## src/rtl/fcpu_reorder_buffer.sv

```systemverilog
// Reorder buffer: allocates tags in dispatch order, collects CDB results,
// retires in order, and squashes everything on a mispredicted branch commit.
module fcpu_reorder_buffer #(
  parameter int DATA_W     = 32,
  parameter int REG_ADDR_W = 5,
  parameter int N_ROB_W    = 4,
  parameter int N_CDB      = 2
) (
  input  logic                        clk,
  input  logic                        reset,
  input  logic                        dispatch_valid,
  output logic                        dispatch_ready,
  input  logic [2:0]                  dispatch_type,
  input  logic [REG_ADDR_W-1:0]       dispatch_dst_reg,
  output logic [N_ROB_W-1:0]          dispatch_rob_id,
  input  logic [N_CDB-1:0]            cdb_valid,
  input  logic [N_CDB*N_ROB_W-1:0]    cdb_rob_id,
  input  logic [N_CDB*DATA_W-1:0]     cdb_data,
  input  logic [N_CDB-1:0]            cdb_mispredict,
  input  logic [N_ROB_W-1:0]          lookup_rob_id,
  output logic                        lookup_done,
  output logic [DATA_W-1:0]           lookup_data,
  output logic                        commit_valid,
  input  logic                        commit_ready,
  output logic [2:0]                  commit_type,
  output logic [REG_ADDR_W-1:0]       commit_dst_reg,
  output logic [DATA_W-1:0]           commit_data,
  output logic [N_ROB_W-1:0]          commit_rob_id,
  output logic                        flush
);
  localparam int DEPTH = 2**N_ROB_W;
  localparam logic [2:0] TYPE_BRANCH = 3'd4;

  typedef struct packed {
    logic                  valid;
    logic                  done;
    logic                  mispredict;
    logic [2:0]            kind;
    logic [REG_ADDR_W-1:0] dst_reg;
    logic [DATA_W-1:0]     data;
  } entry_t;

  entry_t [DEPTH-1:0]               rob;
  logic [N_ROB_W-1:0]               head, tail;
  logic [N_ROB_W:0]                 count;
  logic [DEPTH-1:0]                 wb_hit, wb_mp;
  logic [DEPTH-1:0][DATA_W-1:0]     wb_data;
  entry_t                           head_e, look_e;
  logic                             dispatch_fire, commit_fire;

  // Per-entry CDB write select; ascending port scan lets the highest port win.
  always_comb begin
    wb_hit  = '0;
    wb_mp   = '0;
    wb_data = '0;
    for (int e = 0; e < DEPTH; e++) begin
      for (int p = 0; p < N_CDB; p++) begin
        if (cdb_valid[p] && cdb_rob_id[p*N_ROB_W +: N_ROB_W] == N_ROB_W'(e)) begin
          wb_hit[e]  = 1'b1;
          wb_mp[e]   = cdb_mispredict[p];
          wb_data[e] = cdb_data[p*DATA_W +: DATA_W];
        end
      end
    end
  end

  assign head_e = rob[head];
  assign look_e = rob[lookup_rob_id];

  assign commit_valid   = head_e.valid && head_e.done && !reset;
  assign commit_fire    = commit_valid && commit_ready;
  assign flush          = commit_fire && head_e.kind == TYPE_BRANCH && head_e.mispredict;
  assign commit_type    = head_e.kind;
  assign commit_dst_reg = head_e.dst_reg;
  assign commit_data    = head_e.data;
  assign commit_rob_id  = head;

  // No bypass from commit: a full buffer stays unready even while retiring.
  assign dispatch_ready  = (count < (N_ROB_W+1)'(DEPTH)) && !reset && !flush;
  assign dispatch_fire   = dispatch_valid && dispatch_ready;
  assign dispatch_rob_id = reset ? '0 : tail;

  assign lookup_done = look_e.valid && look_e.done && !reset;
  assign lookup_data = look_e.data;

  always_ff @(posedge clk) begin
    if (reset || flush) begin
      rob   <= '0;
      head  <= '0;
      tail  <= '0;
      count <= '0;
    end else begin
      for (int e = 0; e < DEPTH; e++) begin
        if (wb_hit[e] && rob[e].valid) begin
          rob[e].done       <= 1'b1;
          rob[e].data       <= wb_data[e];
          rob[e].mispredict <= wb_mp[e];
        end
      end
      if (commit_fire) begin
        rob[head].valid <= 1'b0;
        head            <= head + 1'b1;
      end
      // The tail slot is never valid when ready, so it cannot collide with a CDB write.
      if (dispatch_fire) begin
        rob[tail].valid      <= 1'b1;
        rob[tail].done       <= 1'b0;
        rob[tail].mispredict <= 1'b0;
        rob[tail].kind       <= dispatch_type;
        rob[tail].dst_reg    <= dispatch_dst_reg;
        tail                 <= tail + 1'b1;
      end
      case ({dispatch_fire, commit_fire})
        2'b10:   count <= count + 1'b1;
        2'b01:   count <= count - 1'b1;
        default: count <= count;
      endcase
    end
  end
endmodule

```

## config.mk

```make
export PLATFORM = sky130hd
export DESIGN_NAME = fcpu_reorder_buffer
export DESIGN_NICKNAME = d
export VERILOG_FILES = /design/src/rtl/fcpu_reorder_buffer.sv
export SDC_FILE = /design/constraint.sdc
export NUM_CORES = 2
export LEC_CHECK = 0
export ABC_AREA = 0
export BUFFER_PORTS_ARGS = -buffer_cell sky130_fd_sc_hd__buf_2
export CAP_MARGIN = 0
export CELL_PAD_IN_SITES_DETAIL_PLACEMENT = 1
export CELL_PAD_IN_SITES_GLOBAL_PLACEMENT = 2
export CORE_MARGIN = 2
export CORE_UTILIZATION = 44
export DETAILED_ROUTE_END_ITERATION = 7
export GPL_TIMING_DRIVEN = 0
export HOLD_SLACK_MARGIN = 0.03
export PLACE_DENSITY = 0.92
export SYNTH_ARGS = -nofsm -noshare
export SYNTH_HDL_FRONTEND = slang
export SYNTH_SLANG_ARGS = --single-unit
```

## constraint.sdc

```tcl
create_clock -name clk -period 8.8 [get_ports clk]
set_input_delay 1.32 -clock clk [delete_from_list [all_inputs] [get_ports clk]]
set_output_delay 1.32 -clock clk [all_outputs]
set_load 0.02 [all_outputs]
```

# [After elaboration in Yosys (flattened, before gate mapping)]
# Index checks and enable logic that the tools add are counted.
[word_totals] ff_bits=701 elab_cells=395
[op_classes] add_sub_neg=4 magnitude_cmp=6 n_eq_ne=33 mux=187 reduce_logical=66
[op_table] op="$bwmux 688" count=6
[op_table] op="$mux 688" count=3
[op_table] op="$mux 32" count=64
[op_table] op="$demux 43 s4" count=6
[op_table] op="$bmux 43 s4" count=2
[op_table] op="$mux 43" count=4
[op_table] op="$eq 4x4->1 const B" count=16
[op_table] op="$mux 1" count=64
[op_table] op="$mux 2" count=32
[op_table] op="$logic_and 1x1->1" count=60
[op_table] op="$mux 42" count=1
[op_table] op="$mux 41" count=1
[op_table] op="$mux 40" count=1
[op_table] op="$mux 37" count=1
[op_table] op="$eq 4x3->1 const B" count=8
[op_table] op="$eq 4x2->1 const B" count=4
[op_table] op="$lt 4x5->1 const B" count=3
[op_table] op="$pmux 5 s2" count=1
[op_table] op="$add 4x1->4 const B" count=2
[op_table] op="$eq 4x1->1 const B" count=2
[op_table] op="$ge 4x1->1 const B" count=2
[op_table] op="$logic_not 4->1" count=2
[op_table] op="$add 5x1->5 const B" count=1
[op_table] op="$lt 5x5->1 const B" count=1
[op_table] op="8 further kinds" count=9

# [Depth between registers and ports, before layout]
[logic_depth] ltp_word=18 ltp_mapped=17 mapped_depth_nobuf=14

# [Worst setup path after synthesis]
# Ideal clock, no wire load.
[synth_timing] path_kind="in2out" startpoint="input lookup_rob_id[0]" endpoint="output lookup_data[0]" arrival_time_ns=3.469 setup_slack_ns=4.011 stages=5 cell_sequence="clkbuf_1 clkbuf_1 buf_1 mux4_2 mux4_2"
[synth_via] elab_chain_cells=2
[synth_lines] element="from (decl)" line_no="20" text="input logic [N_ROB_W-1:0] lookup_rob_id,"
[synth_lines] element="$bmux 43 s4" line_no="68" text="assign look_e = rob[lookup_rob_id];"
[synth_lines] element="$mux 43 (not written as such)" line_no="68"
[synth_lines] element="to (decl)" line_no="22" text="output logic [DATA_W-1:0] lookup_data,"
# No other way between the ends. The select of a mux whose other input is x is not followed.

# [Worst setup path in the final report]
[layout_timing] startpoint="register head[0], in the netlist commit_rob_id[0]" endpoint="output commit_data[0]"
[layout_via] elab_chain_cells=2
[layout_lines] element="from (decl)" line_no="44" text="logic [N_ROB_W-1:0] head, tail;"
[layout_lines] element="from (signal assigned)" line_no="102" text="head <= head + 1'b1;"
[layout_lines] element="$bmux 43 s4" line_no="67" text="assign head_e = rob[head];"
[layout_lines] element="$mux 43 (not written as such)" line_no="67"
[layout_lines] element="to (decl)" line_no="27" text="output logic [DATA_W-1:0] commit_data,"
# No other way between the ends. The select of a mux whose other input is x is not followed.

==> results.yml <==
setup_path:
  path_max_fanout: 10
  crit_path_top_delay_cell: "buf_1"
  cp-startpoint: "commit_rob_id[0]$_SDFFE_PP0N_"
  setup.worst_path.start_class: "flop"
  cp-end-kind: "primary output"
  crit_chain: "buf_2 > buf_4 > clkbuf_1 > buf_1 > buf_2 > mux4_2 > mux4_2 > buf_2"
  cpMostUsedCell: "buf_2"
  cp_slowest_stage_delay_ns: 1.04
  cp.required_ns: 7.48
  cp_data_arrival_time_ns: 5.70
  path_class: "flop to primary output"
  reg2reg_from: "commit_rob_id[3]$_SDFFE_PP0N_"
  r2r_cells: 15
  r2r_setup_slack_ns: 4.11
  r2r-end: "count[4]$_SDFFE_PP0P_"
clock_network:
  tritoncts: "built"
  post-cts-setup-buffer-count: 0
  cts_root_buf: "clkbuf_16"
  hold_buffers: 0
  cts.sinks: 701
  cts_max_level: 3
  path_clk_slew_ns: 0.06
  cts_resized: 0
  ctsLongestPathBuffers: 3
  cts_made_buffers: 83
  worstSkewPairLatency_ns: 0.68
global_routing:
  overflow: 0
  grt_max_degree: 13
  grt_pass1_wl_um: 265000
  grt_pass1_vias: 37700
  antenna_found_initial: 13
  grt_usage_pct: 40.6
placement:
  gp_congestion: 0.988
  placed_area_um2: 41400
  dp_hpwl_um: 132000
  port_buffers: 162
final_layout:
  area_growth_syn_to_layout_pct: 13.1
  drive_gt1_share_pct: 19.5
  fin_area_um2: 44200
  final_nets: 4275
logic_synthesis:
  netlist_area_um2: 39100
  synth_nets: 4026
  synth_largest_area_cell: "dfxtp_1"
  ys.flop_type: "dfxtp_1"
  synthArstFlopShare_pct: 0
  synth_top_area_share_pct: 35.9
  ys_seq_area_share_pct: 35.9
  synth.top_cells.by_area: "dfxtp_1, mux4_2, mux2i_1, a211oi_1, nor2_1"
  synthCells: 3921
  synth_top_family_by_area: "multiplexers"
  muxShareOfSynthArea_pct: 31.9
  synth_xor_area_share_pct: 0.179
  yosys_warnings: 0
  ys_seq_elements: 701
  synth_cell_type_count: 53
  synth-compound-area-share_pct: 14.7
  avgSynthCellArea_um2: 9.98
  synth_edf_count: 0
  yosys.area_share.adder_pct: 0.435
  yosys.area_share.simple_pct: 11.8
timing:
  maxSlewHeadroom_pct: -9.92
  tightest_slew_ns: 1.64
  setup_violations: 0
  max_freq_ghz: 0.142
  clock_skew_ns: 0.0457
  period_share_pct: 79.8
  rsz0062_at_grt: "false"
  slew_viol_final: 18
  setup_tns_ns: 0
  finalHoldViolations: 0
  post-route-min-period_ns: 7.02
worst_hold_path:
  min-delay-start: "rob[162]$_SDFFE_PP0P_"
  min_path_cells: 2
  hold_path.class: "flop to flop"
  min_to: "rob[162]$_SDFFE_PP0P_"
floorplan:
  rows: 109
  dieArea_um2: 91300
  die_h_um: 302
  die_w_um: 302
  io_pins: 176
  initial_core_util_pct: 44.3
  core-area_um2: 88200
power:
  power.density_nw_per_um2: 168
  combPwrFrac_pct: 8.3
  p_sw_share_pct: 26.5
  p_sw_mw: 1.97
  pwr-share-clk_pct: 48.8
  seqPwrFrac_pct: 42.9
  power.ir.vdd_worst_v: 0.000137
  p_int_mw: 5.48
  leakagePower_nw: 14.0
route:
  drc: 0
  viasPerCell: 6.96
  routed_wirelength_um: 188000
  routedWlPerCell_um: 34.8
  firstDrtPassIters: 8
  ant_nets: 0
  vias: 37600
  drtIter0Drc: 5316
outcome:
  violations: "capacitance limit, slew limit"
  run_status: "finished, violations left"
flow_run:
  maxCapViolations: 2
## worst max-delay path, delay by kind of cell (launching register included)
kind     cells  cell delay, ns
buf+inv      6            3.45
flops        1            0.42
mux          2            1.17
## power by group through the flow
stage | Clock (mW) | Sequential (mW) | Combinational [mW]
CTS | 3.61 | 3.20 | 0.587
finish | 3.64 | 3.20 | 0.616
detailed placement | 0 | 3.27 | 0.583
global placement | 0 | 3.27 | 0.570
global route | 3.73 | 3.20 | 0.632
floorplan | 0 | 3.26 | 0.334
## sequential cells by signal, summed over array words and instances, names as in the netlist
signal and flops:
count 5, rob 688, tail 4, commit_rob_id 4
## metal layers
layer,global-route usage (%),share of wire [%],vias to the layer above
met4,28.9,8.0,6
met3,11.3,12,793
met5,0,0.079,-
met1,51.3,37,19100
met2,59.7,43,2689
li1,-,-,15100
## cell usage in the layout (no fill, tap or decap), types with 5 or more instances in the layout
| master | n |
|---|---|
| a211oi_1 | 366 |
| a211oi_2 | 51 |
| a21oi_1 | 150 |
| a22oi_1 | 8 |
| a311oi_1 | 101 |
| and2_1 | 16 |
| buf_1 | 41 |
| buf_2 | 225 |
| buf_4 | 22 |
| buf_6 | 10 |
| bufinv_16 | 5 |
| clkbuf_1 | 328 |
| clkbuf_16 | 87 |
| clkbuf_8 | 21 |
| clkinv_2 | 17 |
| dfxtp_1 | 701 |
| diode_2 | 7 |
| ha_1 | 12 |
| inv_1 | 6 |
| mux2i_1 | 421 |
| mux4_2 | 367 |
| nand2_1 | 505 |
| nand2b_1 | 16 |
| nand3_1 | 9 |
| nand3b_1 | 6 |
| nor2_1 | 573 |
| nor2_2 | 5 |
| nor2b_1 | 5 |
| nor3_1 | 22 |
| o21a_1 | 14 |
| o21ai_0 | 34 |
| o311ai_0 | 13 |
| o31ai_1 | 12 |
| xor2_1 | 5 |
## area by class of cell
class | instances | area [µm²]
buffer | 455 | 1940
fill | 9878 | 44000
multi-input combinational | 2759 | 23100
clock buffer | 120 | 2510
tap | 1165 | 1460
sequential | 701 | 14000
inverter | 6 | 22.5
clock inverter | 27 | 277
timing repair buffer | 164 | 837
antenna | 7 | 17.5
## worst max-delay path by stage
stage,to,cells past startpoint
after floorplan,lookup_data[0],5
after global placement,lookup_data[1],6
after detailed placement,lookup_data[16],6
after CTS,commit_data[0],8
after global routing,commit_data[0],8
final,commit_data[0],8
## cell families (layout without fill, tap and decap cells)
| group | count (synthesis) | in the layout |
|---|---|---|
| other | 0 | 7 |
| adders and majority gates | 13 | 13 |
| muxes | 789 | 789 |
| buffers and inverters | 461 | 772 |
| xor gates and xnor gates | 8 | 8 |
| and+or+nand+nor | 1174 | 1174 |
| AOI/OAI and AO/OA | 775 | 775 |
| DFF | 701 | 701 |
## synthesized netlist by cell type (14+ instances only)
cell	number
buf_4	22
a211oi_1	366
nor2_1	578
nand2b_1	16
o21a_1	14
o21ai_0	34
a21oi_1	150
nor3_1	23
clkbuf_1	318
nand2_1	505
mux4_2	367
a211oi_2	51
dfxtp_1	701
a311oi_1	101
mux2i_1	421
and2_1	16
buf_2	62
buf_1	44
## metrics by stage
step / instances / worst slack (ns) / hold slack (ns) / total power, mW / util [%]
finish: 5404 / 1.78 / 0.455 / 7.45 / 50.1
detailed placement: 5249 / 2.35 / 0.447 / 3.85 / 46.9
global route: 5399 / 1.90 / 0.472 / 7.56 / 50.1
CTS: 5396 / 2.07 / 0.455 / 7.40 / 50.1
floorplan: 3921 / 4.01 / 0.432 / 3.60 / -
global placement: 5248 / 2.33 / 0.438 / 3.84 / 46.9
Note: power is estimated with default switching activity, not from simulation.
